===== config.mk =====
export PLATFORM = sky130hd
export DESIGN_NAME = gcd_seq_flat
export DESIGN_NICKNAME = d
export VERILOG_FILES = /design/src/rtl/gcd_seq_if.sv /design/src/rtl/gcd_seq.sv /design/src/flat_wrapper.sv
export SDC_FILE = /design/constraint.sdc
export NUM_CORES = 1
export LEC_CHECK = 0
export ABC_AREA = 1
export CORE_ASPECT_RATIO = 0.6
export CORE_MARGIN = 4
export CORE_UTILIZATION = 55
export CTS_CLUSTER_DIAMETER = 80
export DETAILED_ROUTE_END_ITERATION = 8
export GPL_TIMING_DRIVEN = 0
export PLACE_DENSITY_LB_ADDON = 0.2
export SLEW_MARGIN = 20
export SYNTH_ARGS = -nofsm -noshare
export SYNTH_HDL_FRONTEND = slang
export SYNTH_SLANG_ARGS = --single-unit

===== constraint.sdc =====
create_clock -name clk -period 2.4 [get_ports clk]
set_input_delay 0.24 -clock clk [delete_from_list [all_inputs] [get_ports clk]]
set_output_delay 0.24 -clock clk [all_outputs]
set_load 0.02 [all_outputs]

===== src/rtl/gcd_seq_if.sv =====
// Operand/result handshake bundle for the gcd_seq engine.
// master = producer/consumer side, slave = the GCD engine.
interface gcd_seq_if #(
    parameter int WIDTH = 8
);
    logic             in_valid;
    logic             in_ready;
    logic [WIDTH-1:0] a;
    logic [WIDTH-1:0] b;
    logic             out_valid;
    logic             out_ready;
    logic [WIDTH-1:0] q;

    modport master (
        output in_valid, a, b, out_ready,
        input  in_ready, out_valid, q
    );

    modport slave (
        input  in_valid, a, b, out_ready,
        output in_ready, out_valid, q
    );
endinterface


===== src/rtl/gcd_seq.sv =====
// Sequential GCD by repeated subtraction, one subtraction per clock.
// Optional step counter port enabled by defining GCD_STEP_COUNT_EN.
module gcd_seq #(
    parameter int WIDTH = 8,
    parameter int CNT_W = WIDTH
) (
    input  logic             clk,
    input  logic             rst,
    input  logic             clr,
    gcd_seq_if.slave         io,
`ifdef GCD_STEP_COUNT_EN
    output logic [CNT_W-1:0] steps,
`endif
    output logic             busy
);

    typedef enum logic [1:0] {
        IDLE = 2'd0,
        CALC = 2'd1,
        DONE = 2'd2
    } state_t;

    state_t           state;
    logic [WIDTH-1:0] ra;
    logic [WIDTH-1:0] rb;
    logic [WIDTH-1:0] q_r;
    logic             accept;

    // Reject parameter combinations the datapath is not built for
    if (WIDTH < 2 || WIDTH > 32 || CNT_W < 1) begin : g_bad_param
        $error("gcd_seq: unsupported WIDTH/CNT_W");
    end

    assign io.in_ready  = (state == IDLE) & ~clr;
    assign io.out_valid = (state == DONE);
    assign io.q         = q_r;
    assign busy         = (state != IDLE);
    assign accept       = io.in_valid & io.in_ready;

    // Controller and datapath: accept, subtract until equal, hold result
    always_ff @(posedge clk or posedge rst) begin
        if (rst) begin
            state <= IDLE;
            ra    <= '0;
            rb    <= '0;
            q_r   <= '0;
        end else if (clr) begin
            state <= IDLE;
            ra    <= '0;
            rb    <= '0;
            q_r   <= '0;
        end else begin
            unique case (state)
                IDLE: begin
                    if (accept) begin
                        if (io.a == '0) begin
                            q_r   <= io.b;
                            state <= DONE;
                        end else if (io.b == '0) begin
                            q_r   <= io.a;
                            state <= DONE;
                        end else begin
                            ra    <= io.a;
                            rb    <= io.b;
                            state <= CALC;
                        end
                    end
                end
                CALC: begin
                    if (ra > rb) begin
                        ra <= ra - rb;
                    end else if (rb > ra) begin
                        rb <= rb - ra;
                    end else begin
                        q_r   <= ra;
                        state <= DONE;
                    end
                end
                DONE: begin
                    if (io.out_ready) begin
                        state <= IDLE;
                    end
                end
                default: state <= IDLE;
            endcase
        end
    end

`ifdef GCD_STEP_COUNT_EN
    logic [CNT_W-1:0] cnt;

    // Saturating count of subtractions since the last accept
    always_ff @(posedge clk or posedge rst) begin
        if (rst) begin
            cnt <= '0;
        end else if (clr || accept) begin
            cnt <= '0;
        end else if (state == CALC && ra != rb && cnt != '1) begin
            cnt <= cnt + 1'b1;
        end
    end

    assign steps = cnt;
`endif

endmodule


===== src/flat_wrapper.sv =====
// flat-port wrapper written by rule: the top's interface ports become plain ports
module gcd_seq_flat 
#(
    parameter int WIDTH = 8,
    parameter int CNT_W = WIDTH
)
  (clk, rst, clr, busy, io_in_valid, io_a, io_b, io_out_ready, io_in_ready, io_out_valid, io_q);
  gcd_seq_if #(.WIDTH(WIDTH)) io_i ();
  input  logic clk;
  input  logic rst;
  input  logic clr;
  output logic busy;
  input wire logic [$bits(io_i.in_valid)-1:0] io_in_valid;
  input wire logic [$bits(io_i.a)-1:0] io_a;
  input wire logic [$bits(io_i.b)-1:0] io_b;
  input wire logic [$bits(io_i.out_ready)-1:0] io_out_ready;
  output wire logic [$bits(io_i.in_ready)-1:0] io_in_ready;
  output wire logic [$bits(io_i.out_valid)-1:0] io_out_valid;
  output wire logic [$bits(io_i.q)-1:0] io_q;
  assign io_i.in_valid = io_in_valid;
  assign io_i.a = io_a;
  assign io_i.b = io_b;
  assign io_i.out_ready = io_out_ready;
  assign io_in_ready = io_i.in_ready;
  assign io_out_valid = io_i.out_valid;
  assign io_q = io_i.q;
  gcd_seq #(.WIDTH(WIDTH), .CNT_W(CNT_W)) u_core (.clk(clk), .rst(rst), .clr(clr), .io(io_i), .busy(busy));
endmodule

==> qor.yml, run 1 <==
syn_nets: 418
clk_latency_ps: 280
p_leak_nw: 1.537
clk_pin_slew_ps: 100
worstPathRequired_ps: 2600
drt_wl_total_um: 6591
fin_nets: 459
setup_viol: 0
cts.sinks: 26
place.port_buffers: 31
hpwl_um: 5131
final_max_slew_viol_count: 0
drc_errors: 0
r2r_slack_ps: 100
cts_tree: "built"
hold_path.class: "input pin to async pin"
finalCritPeriodShare: 0.9573
final_cell_mix: "138 x nand2_1, 52 x inv_1, 31 x nor2_1, 31 x nand3_1, 31 x clkdlybuf4s50_1"
cts_max_path_buffers: 2
grt_pass1_wl_um: 10550
dr.pass1.iters: 6
powerDensity_mw_per_mm2: 1360
core_area_mm2: 0.004121
dr_total_vias: 2538
die_w_um: 92.65
ios: 32
layout_commonest_cell: "nand2_1"
hold_viol: 0
finalCriticalPeriod_ps: 2297
drv_cap: 0
fin_util: 0.6913
holdBufCountCts: 0
num_rows: 18
relSlewSlack: 0.6018
syn-cell-area_mm2: 0.002365
syn_to_final_growth_pct: 20.48
synth.avg_cell_area_um2: 6.239
dp_cells: 470
start_util: 0.5738
status: "finished, final reports clean"
root_buffer: "clkbuf_8"
yosysTopAreaCell: "dfrtp_1"
finClkSkew_ps: 11.44
dr.first_iter.drc_count: 249
ys_top_cells_by_area: "dfrtp_1 28%, nand2_1 23%, ha_1 8.5%"
grt_overflow: 0
routedWlPerCell_um: 13.79
worstMarginPinSlew_ps: 597.3
crit_path_start: "u_core.rb[0]$_DFFE_PP0P_"
rsz0062_at_grt: "true"
ir_drop_uv: 691.7
antenna_found_initial: 0
r2r-start: "u_core.rb[0]$_DFFE_PP0P_"
grt_start_max_net_pins: 27
synth_seq_cells: 26
critPathMaxFanout: 7
synth-seq-area-share: 0.2751
diodes: 0
synth_cell_types: 29
startpoint_type: "flop"
via_per_inst: 5.310
multi_input_area_mm2: 0.001488
worst_setup_path_end_kind: "flop"
instances_no_fill: 478
yosysWarnings: 0
grt_use_total: 0.2477
cp.arrival_ps: 2490
drive_above_1_share: 0.09569
cts_buffers: 3
synth_top_cell_area_share: 0.2751
grt_pass1_vias: 2223
syn_inst: 379
critical_path_class: "flop to flop"
drtAntennaViolNets: 0
max_freq_mhz: 435.3
cts_max_level: 1
dieArea_mm2: 0.005447
gp_congestion: 0.9889
dieHeight_um: 58.79
seq_area_um2: 650.6
n_fill_cell: 367
==> cell type report <==
| cell class | instances | area share |
|---|---|---|
| multi-input combinational | 289 | 0.5222 |
| buffer | 7 | 0.01142 |
| timing repair buffer | 36 | 0.1221 |
| tap | 60 | 0.02635 |
| clock buffer | 3 | 0.01449 |
| sequential | 26 | 0.2284 |
| inverter | 57 | 0.07510 |
==> final timing paths <==
kind                                               to  cells past startpoint
setup / recovery             u_core.rb[2]$_DFFE_PP0P_                     14
hold / removal             u_core.io.q[5]$_DFFE_PP0P_                      2
setup reg to reg             u_core.rb[2]$_DFFE_PP0P_                     14
hold reg to reg            u_core.io.q[2]$_DFFE_PP0P_                      2
max in group asynchronous    u_core.ra[4]$_DFFE_PP0P_                      2
min in group clk           u_core.io.q[2]$_DFFE_PP0P_                      2
==> cell usage after synthesis (all sizes together) <==
library cell / n
nand4: 4
o21ai: 27
o211ai: 1
clkbuf: 3
fa: 2
nor2: 37
nand3: 34
buf: 4
clkinv: 1
a31oi: 3
inv: 56
nand2: 146
or2: 2
a21oi: 15
ha: 16
dfrtp: 26
o21a: 2
==> metal layers <==
metal	up-vias	track usage	routed length (µm)
met5	-	0	0
met4	0	0.05637	86
met3	13	0.03959	685
met2	120	0.3670	2719
met1	1138	0.3795	3100
li1	1267	-	-
==> what timing repair did <==
action / in CTS / in global routing
gates resized for setup: 0 / 8
setup endpoints to repair: 0 / 25
setup buffers: 0 / 5
==> worst max-delay path, stage by stage, from the launching register on <==
cell,delay [ps]
dfrtp_1,410
inv_1,60
ha_2,200
fa_1,420
inv_1,80
nand2_1,90
nand2_2,140
nand3_1,90
nand2_1,100
nand2_1,80
nand2_2,80
nand2_1,90
nor2_4,220
nand2_1,70
o21ai_0,80
==> logic make-up (layout without fill, tap and decap cells) <==
logic type      count (synthesis)  after routing  share of synthesized area
simple gates                  223            223                     0.4111
buf+inv                        64            103                     0.1042
compound gates                 48             48                     0.1079
flops                          26             26                     0.2751
fa+ha+maj                      18             18                     0.1016
==> sequential cells by signal, indices dropped and copies added, names as in the netlist <==
register and cells:
u_core.io.q 8, u_core.rb 8, u_core.ra 8, u_core.state 2
==> stage by stage <==
step	total power, mW	TNS [ps]	setup slack (ps)	hold slack (ps)	cell area (µm²)
after detailed placement	3.427	0	76.46	459.0	2750
after floorplan	2.710	0	468.5	280.0	2365
final	3.875	0	102.6	324.0	2849
after global placement	3.367	0	122.3	456.5	2750
after global routing	4.256	-204.2	-30.23	387.9	2849
after CTS	3.704	0	52.52	481.5	2791
==> power by group <==
part | internal (mW) | total, mW | leakage, nW | switching (mW)
clock network | 0.113 | 0.262 | 0.0216 | 0.149
logic | 1.01 | 2.86 | 1.17 | 1.85
registers | 0.611 | 0.749 | 0.341 | 0.137
total | 1.74 | 3.88 | 1.54 | 2.14
(Power assumes the default switching activity.)
==> inputs of run 2 (changes only) <==
Settings changed: DONT_BUFFER_PORTS set to 1, HOLD_SLACK_MARGIN set to 0.05, SLEW_MARGIN 20 to 25.
==> run 2 against run 1 <==
  * Setup slack improved by 42 ps
  * Critical path depth unchanged
  * Sequential power increased by 11%
  * Register-to-register slack improved by 40 ps
  * Final cell count decreased by 6.3%
==> qor.yml, run 2 (synthesis results as in run 1) <==
finalCriticalPeriod_ps: 2255  # was 2297 ps
finClkSkew_ps: 9.385  # was 11.44 ps
grt_overflow: 0  # unchanged
ir_drop_uv: 645.9  # was 691.7 µV
hold_path.class: "input pin to flop"  # was input pin to async pin
cts_buffers: 3  # unchanged
core_area_mm2: 0.004121  # unchanged
dr.pass1.iters: 5  # was 6
startpoint_type: "flop"  # unchanged
instances_no_fill: 448  # was 478
syn_to_final_growth_pct: 7.778  # was 20.48%
clk_latency_ps: 280  # about the same
pwr-share-seq: 0.222  # was 0.193
dieHeight_um: 58.79  # unchanged
grt_use_total: 0.2472  # was 0.2477
powerDensity_mw_per_mm2: 1465  # was 1360 mW/mm²
path_delay_family: "simple AND/OR/NAND/NOR gates"  # unchanged
min_to: "u_core.state[1]$_DFFE_PP0P_"
cts_tree: "built"  # unchanged
fin_util: 0.6184  # was 0.6913
drc_errors: 0  # unchanged
drive_above_1_share: 0.1057  # was 0.09569
dieArea_mm2: 0.005447  # unchanged
dr_total_vias: 2439  # was 2,538
crit_buf_inv: 2  # unchanged
path_cells: "inv_1 -> ha_2 -> fa_1 -> inv_1 -> nand2_1 -> nand2_2 -> nand3_1 -> nand2_1 -> nand2_1 -> nand2_2 -> nand2_2 -> nor2_4 -> nand2_1 -> o21ai_0"  # was inv_1 -> ha_2 -> fa_1 -> inv_1 -> nand2_1 -> nand2_2 -> nand3_1 -> nand2_1 -> nand2_1 -> nand2_2 -> nand2_1 -> nor2_4 -> nand2_1 -> o21ai_0
cp_slowest_cell: "dfrtp_1"  # was fa_1
drtAntennaViolNets: 0  # unchanged
r2r_end: "u_core.rb[3]$_DFFE_PP0P_"  # was u_core.rb[2]$_DFFE_PP0P_
hpwl_um: 5090  # was 5131 µm
r2r-start: "u_core.rb[0]$_DFFE_PP0P_"  # unchanged
critPathMaxFanout: 7  # unchanged
routedWlPerCell_um: 14.30  # was 13.79 µm
r2r_slack_ps: 140  # was 100 ps
max_freq_mhz: 443.4  # was 435.3 MHz
drt_wl_total_um: 6405  # was 6591 µm
dp_cells: 439  # was 470
grt_start_max_net_pins: 27  # unchanged
p_int_mw: 1.630  # was 1.738 mW
place.port_buffers: 0  # was 31
status: "finished, final reports clean"  # unchanged
pwr-share-clk: 0.071  # was 0.068
final_cell_mix: "138 x nand2_1, 51 x inv_1, 31 x nor2_1, 31 x nand3_1, 26 x dfrtp_1"  # was 138 x nand2_1, 52 x inv_1, 31 x nor2_1, 31 x nand3_1, 31 x clkdlybuf4s50_1
p_sw_mw: 2.103  # was 2.137 mW
grt_pass1_vias: 2156  # was 2,223
switching_share: 0.5633  # was 0.5514
cp.arrival_ps: 2450  # was 2490 ps
cpMostUsedCell: "nand2_1"  # unchanged
combPwrFrac: 0.707  # was 0.739
place_area_mm2: 0.002440  # was 0.002750 mm²
hold_viol: 0  # unchanged
fin_nets: 429  # was 459
slowest_delay_ps: 410  # was 420 ps
dr.first_iter.drc_count: 218  # was 249
grt_pass1_wl_um: 10480  # was 10,550 µm
worstMarginPinSlew_ps: 595.3  # was 597.3 ps
drv_cap: 0  # unchanged
ios: 32  # unchanged
reg2regPathDepth: 14  # unchanged
layout_commonest_cell: "nand2_1"  # unchanged
clk_pin_slew_ps: 100  # about the same
start_util: 0.5738  # unchanged
finalCritPeriodShare: 0.9397  # was 0.9573
relSlewSlack: 0.6031  # was 0.6018
final_max_slew_viol_count: 0  # unchanged
antenna_found_initial: 0  # unchanged
final_area_mm2: 0.002549  # was 0.002849 mm²
p_leak_nw: 1.420  # was 1.537 nW
gp_congestion: 0.9355  # was 0.9889
critical_path_class: "flop to flop"  # unchanged
worst_setup_path_end_kind: "flop"  # unchanged
hp-start: "io_out_ready"
die_w_um: 92.65  # unchanged
setup_viol: 0  # unchanged
via_per_inst: 5.444  # was 5.310
min_path_cells: 3
cts_max_path_buffers: 2  # unchanged
root_buffer: "clkbuf_8"  # unchanged
cts.sinks: 26  # unchanged
num_rows: 18  # unchanged
cts_max_level: 1  # unchanged
diodes: 0  # unchanged
total_power_mw: 3.733  # was 3.875 mW
worstPathRequired_ps: 2590  # was 2600 ps
## run 2: changes by cell type in the layout (fill, tap and decap cells not counted)
cell,change
clkdlybuf4s50_1,-31
dlygate4sd3_1,+1
inv_1,-1
inv_2,+1
## run 2: area by class of cell
type,instances,area [µm²]
well taps,60,75.07
clock buffers,3,41.29
multi-input cells,289,1488
flip-flops and latches,26,650.6
repair buffers,6,47.55
fillers,404,1573
plain buffers,7,32.53
inverters,57,214.0
## run 2: power groups by stage
stage	combinational, mW	clock (mW)	sequential, mW
after global routing	3.00	0.280	0.853
after detailed placement	2.42	0	0.836
after floorplan	1.92	0	0.791
after CTS	2.43	0.266	0.828
after global placement	2.36	0	0.831
final	2.64	0.265	0.829
## run 2: worst max-delay path by stage
stage               slack [ps]                startpoint                          to  cells after the start
CTS                         60  u_core.rb[0]$_DFFE_PP0P_    u_core.ra[6]$_DFFE_PP0P_                     13
detailed placement          90  u_core.ra[0]$_DFFE_PP0P_    u_core.ra[6]$_DFFE_PP0P_                     14
global route                -8  u_core.ra[0]$_DFFE_PP0P_    u_core.ra[1]$_DFFE_PP0P_                     14
floorplan                  470  u_core.rb[0]$_DFFE_PP0P_  u_core.io.q[0]$_DFFE_PP0P_                     13
global placement           140  u_core.ra[0]$_DFFE_PP0P_    u_core.ra[7]$_DFFE_PP0P_                     14
finish                     140  u_core.rb[0]$_DFFE_PP0P_    u_core.rb[3]$_DFFE_PP0P_                     14
## run 2: routing by layer
| layer | wire [µm] | track usage |
|---|---|---|
| met2 | 2700 | 0.3722 |
| met4 | 15 | 0.03340 |
| met1 | 3142 | 0.3833 |
| met5 | 0 | 0 |
| met3 | 546 | 0.03831 |
## run 2: worst min-delay path, delay by kind of cell
family           cells  cell delay [ps]
and+or+nand+nor      3              140
## run 2: what timing repair did
item	in CTS	in global routing
setup buffers	0	5
hold buffers	0	1
endpoints found under the setup margin	0	26
resized for setup	0	9
endpoints found under the hold margin	0	26
## run 2: per-stage QoR
| stage | worst slack, ps | setup TNS (ps) | hold WS, ps |
|---|---|---|---|
| 4_1_cts | 60.69 | 0 | 127.1 |
| 6_report | 144.8 | 0 | 136.2 |
| 3_3_place_gp | 144.7 | 0 | 425.4 |
| 2_1_floorplan | 468.5 | 0 | 280.0 |
| 5_1_grt | -7.871 | -7.871 | 164.4 |
| 3_5_place_dp | 85.40 | 0 | 433.7 |
==> inputs of run 3 (changes only) <==
Settings changed: SETUP_SLACK_MARGIN set to 0.4.
==> run 3 against run 2 <==
  * Hold slack worse by 3.2 ps
  * Largest cell class unchanged
  * Critical endpoint is now u_core.ra[1]$_DFFE_PP0P_
  * Combinational power is 25% higher
  * Fmax is 3.5% higher
==> qor.yml, run 3 (synthesis results as in run 1) <==
cts_max_level: 1  # unchanged
drv_cap: 0  # unchanged
grt_overflow: 0  # unchanged
hold_path.class: "input pin to flop"  # unchanged
cts_max_path_buffers: 2  # unchanged
finClkSkew_ps: 6.983  # was 9.385 ps
antenna_found_initial: 0  # unchanged
ir_drop_uv: 727.6  # was 645.9 µV
layout_commonest_cell: "nand2_1"  # unchanged
setup_viol: 0  # unchanged
worstPathRequired_ps: 2620  # was 2590 ps
dieArea_mm2: 0.005447  # unchanged
status: "finished, final reports clean"  # unchanged
hpwl_um: 5090  # unchanged
root_buffer: "clkbuf_8"  # unchanged
cp.arrival_ps: 2400  # was 2450 ps
cpMostUsedCell: "nand2_2"  # was nand2_1
worst_setup_path_end_kind: "flop"  # unchanged
critPathMaxFanout: 6  # was 7
drive_above_1_share: 0.2025  # was 0.1057
grt_start_max_net_pins: 27  # unchanged
drt_wl_total_um: 7235  # was 6405 µm
dr.first_iter.drc_count: 264  # was 218
slowest_delay_ps: 430  # was 410 ps
final_max_slew_viol_count: 0  # unchanged
cts_buffers: 3  # unchanged
startpoint_type: "flop"  # unchanged
powerDensity_mw_per_mm2: 1541  # was 1465 mW/mm²
gp_congestion: 0.9355  # unchanged
routedWlPerCell_um: 15.73  # was 14.30 µm
finalCriticalPeriod_ps: 2179  # was 2255 ps
place.port_buffers: 0  # unchanged
hold_viol: 0  # unchanged
critical_path_class: "flop to flop"  # unchanged
via_per_inst: 5.659  # was 5.444
num_rows: 18  # unchanged
fin_util: 0.6922  # was 0.6184
rsz0062_at_grt: "true"
ios: 32  # unchanged
diodes: 0  # unchanged
p_leak_nw: 1.514  # was 1.420 nW
core_area_mm2: 0.004121  # unchanged
final_cell_mix: "128 x nand2_1, 47 x inv_1, 30 x nor2_1"  # was 138 x nand2_1, 51 x inv_1, 31 x nor2_1, 31 x nand3_1, 26 x dfrtp_1
cts_tree: "built"  # unchanged
path_cells: "buf_6 -> ha_4 -> fa_2 -> inv_2 -> nand3_2 -> nand2_2 -> nand2_2 -> nand2_2 -> nand2_1 -> nand2_2 -> nand2_4 -> nor2_4 -> nand2_1 -> nand2_1"  # was inv_1 -> ha_2 -> fa_1 -> inv_1 -> nand2_1 -> nand2_2 -> nand3_1 -> nand2_1 -> nand2_1 -> nand2_2 -> nand2_2 -> nor2_4 -> nand2_1 -> o21ai_0
drtAntennaViolNets: 0  # unchanged
die_w_um: 92.65  # unchanged
cts.sinks: 26  # unchanged
drc_errors: 0  # unchanged
grt_pass1_vias: 2267  # was 2,156
fin_nets: 441  # was 429
cp_slowest_cell: "dfrtp_1"  # unchanged
finalCritPeriodShare: 0.9078  # was 0.9397
max_freq_mhz: 459.0  # was 443.4 MHz
multi_input_area_mm2: 0.001680  # was 0.001488 mm²
seq_area_um2: 651.9  # was 650.6 µm²
worstMarginPinSlew_ps: 646.2  # was 595.3 ps
dieHeight_um: 58.79  # unchanged
grt_use_total: 0.2594  # was 0.2472
relSlewSlack: 0.5692  # was 0.6031
start_util: 0.5738  # unchanged
n_fill_cell: 356  # was 404
syn_to_final_growth_pct: 20.64  # was 7.778%
dr_total_vias: 2603  # was 2,439
setup_tns_ps: 0  # unchanged
clk_pin_slew_ps: 100  # about the same
dr.pass1.iters: 6  # was 5
grt_pass1_wl_um: 10980  # was 10,480 µm
clk_latency_ps: 280  # about the same
==> run 3: cell types whose count changed in the layout (fill, tap and decap cells not counted), moves of 3 or more <==
cell / change
buf_4: +7
o21ai_0: -6
nand3_1: -3
nand2_2: +7
o21ai_2: +4
nand3_4: +3
nor2_4: +4
inv_1: -4
nand2_1: -10
ha_4: +3
==> run 3: per-stage QoR <==
step / area [µm²] / setup WS [ps] / hold slack, ps / power [mW] / cells
2_1_floorplan: 2365 / 468.5 / 280.0 / 2.710 / 379
3_3_place_gp: 2440 / 144.7 / 425.4 / 3.195 / 439
3_5_place_dp: 2440 / 85.40 / 433.7 / 3.258 / 439
4_1_cts: 2628 / 315.9 / 127.1 / 3.851 / 451
5_1_grt: 2853 / 133.0 / 165.4 / 4.764 / 460
6_report: 2853 / 221.2 / 133.1 / 4.397 / 460
==> run 3: where the power goes <==
| group | total [mW] | switching, mW | internal (mW) | leakage [nW] |
|---|---|---|---|---|
| clock | 0.266 | 0.153 | 0.113 | 0.0216 |
| sequential | 0.839 | 0.227 | 0.612 | 0.339 |
| combinational | 3.29 | 2.09 | 1.20 | 1.15 |
==> run 3: layout make-up <==
type                    count  area share
multi-input cells         291      0.5890
flip-flops and latches     26      0.2285
inverters                  57     0.07939
repair buffers             16     0.05000
well taps                  60     0.02632
clock buffers               3     0.01447
plain buffers               7     0.01228
==> run 3: per-layer routing <==
layer | vias to the layer above | track usage | part of all wire
li1 | 1236 | - | -
met1 | 1219 | 0.3929 | 0.45
met2 | 140 | 0.4010 | 0.44
met3 | 8 | 0.04087 | 0.097
met4 | 0 | 0.03758 | 0.0070
met5 | - | 0 | 0
==> run 3: final timing paths <==
| path | endpoint | cells after the start | slack (ps) | from |
|---|---|---|---|---|
| setup / recovery | u_core.ra[1]$_DFFE_PP0P_ | 14 | 220 | u_core.rb[0]$_DFFE_PP0P_ |
| hold / removal | u_core.state[1]$_DFFE_PP0P_ | 3 | 130 | io_out_ready |
| setup reg to reg | u_core.ra[1]$_DFFE_PP0P_ | 14 | 220 | u_core.rb[0]$_DFFE_PP0P_ |
| hold reg to reg | u_core.ra[7]$_DFFE_PP0P_ | 2 | 520 | u_core.ra[7]$_DFFE_PP0P_ |
| max in group asynchronous | u_core.rb[1]$_DFFE_PP0P_ | 2 | 1530 | rst |
| min in group asynchronous | u_core.rb[5]$_DFFE_PP0P_ | 2 | 470 | rst |
==> run 3: critical path: cells and delay by family (launching register included) <==
kind	cells	cell delay (ps)
fa+ha+maj	2	500
buf+inv	2	220
flops	1	430
simple gates	10	960
==> run 3: what timing repair did <==
item | in CTS | in global routing
setup buffers | 9 | 6
resized for setup | 25 | 39
pin swaps | 14 | 17
hold endpoints to repair | 0 | 26
hold buffers | 0 | 1
setup endpoints to repair | 26 | 26
gates cloned | 0 | 2
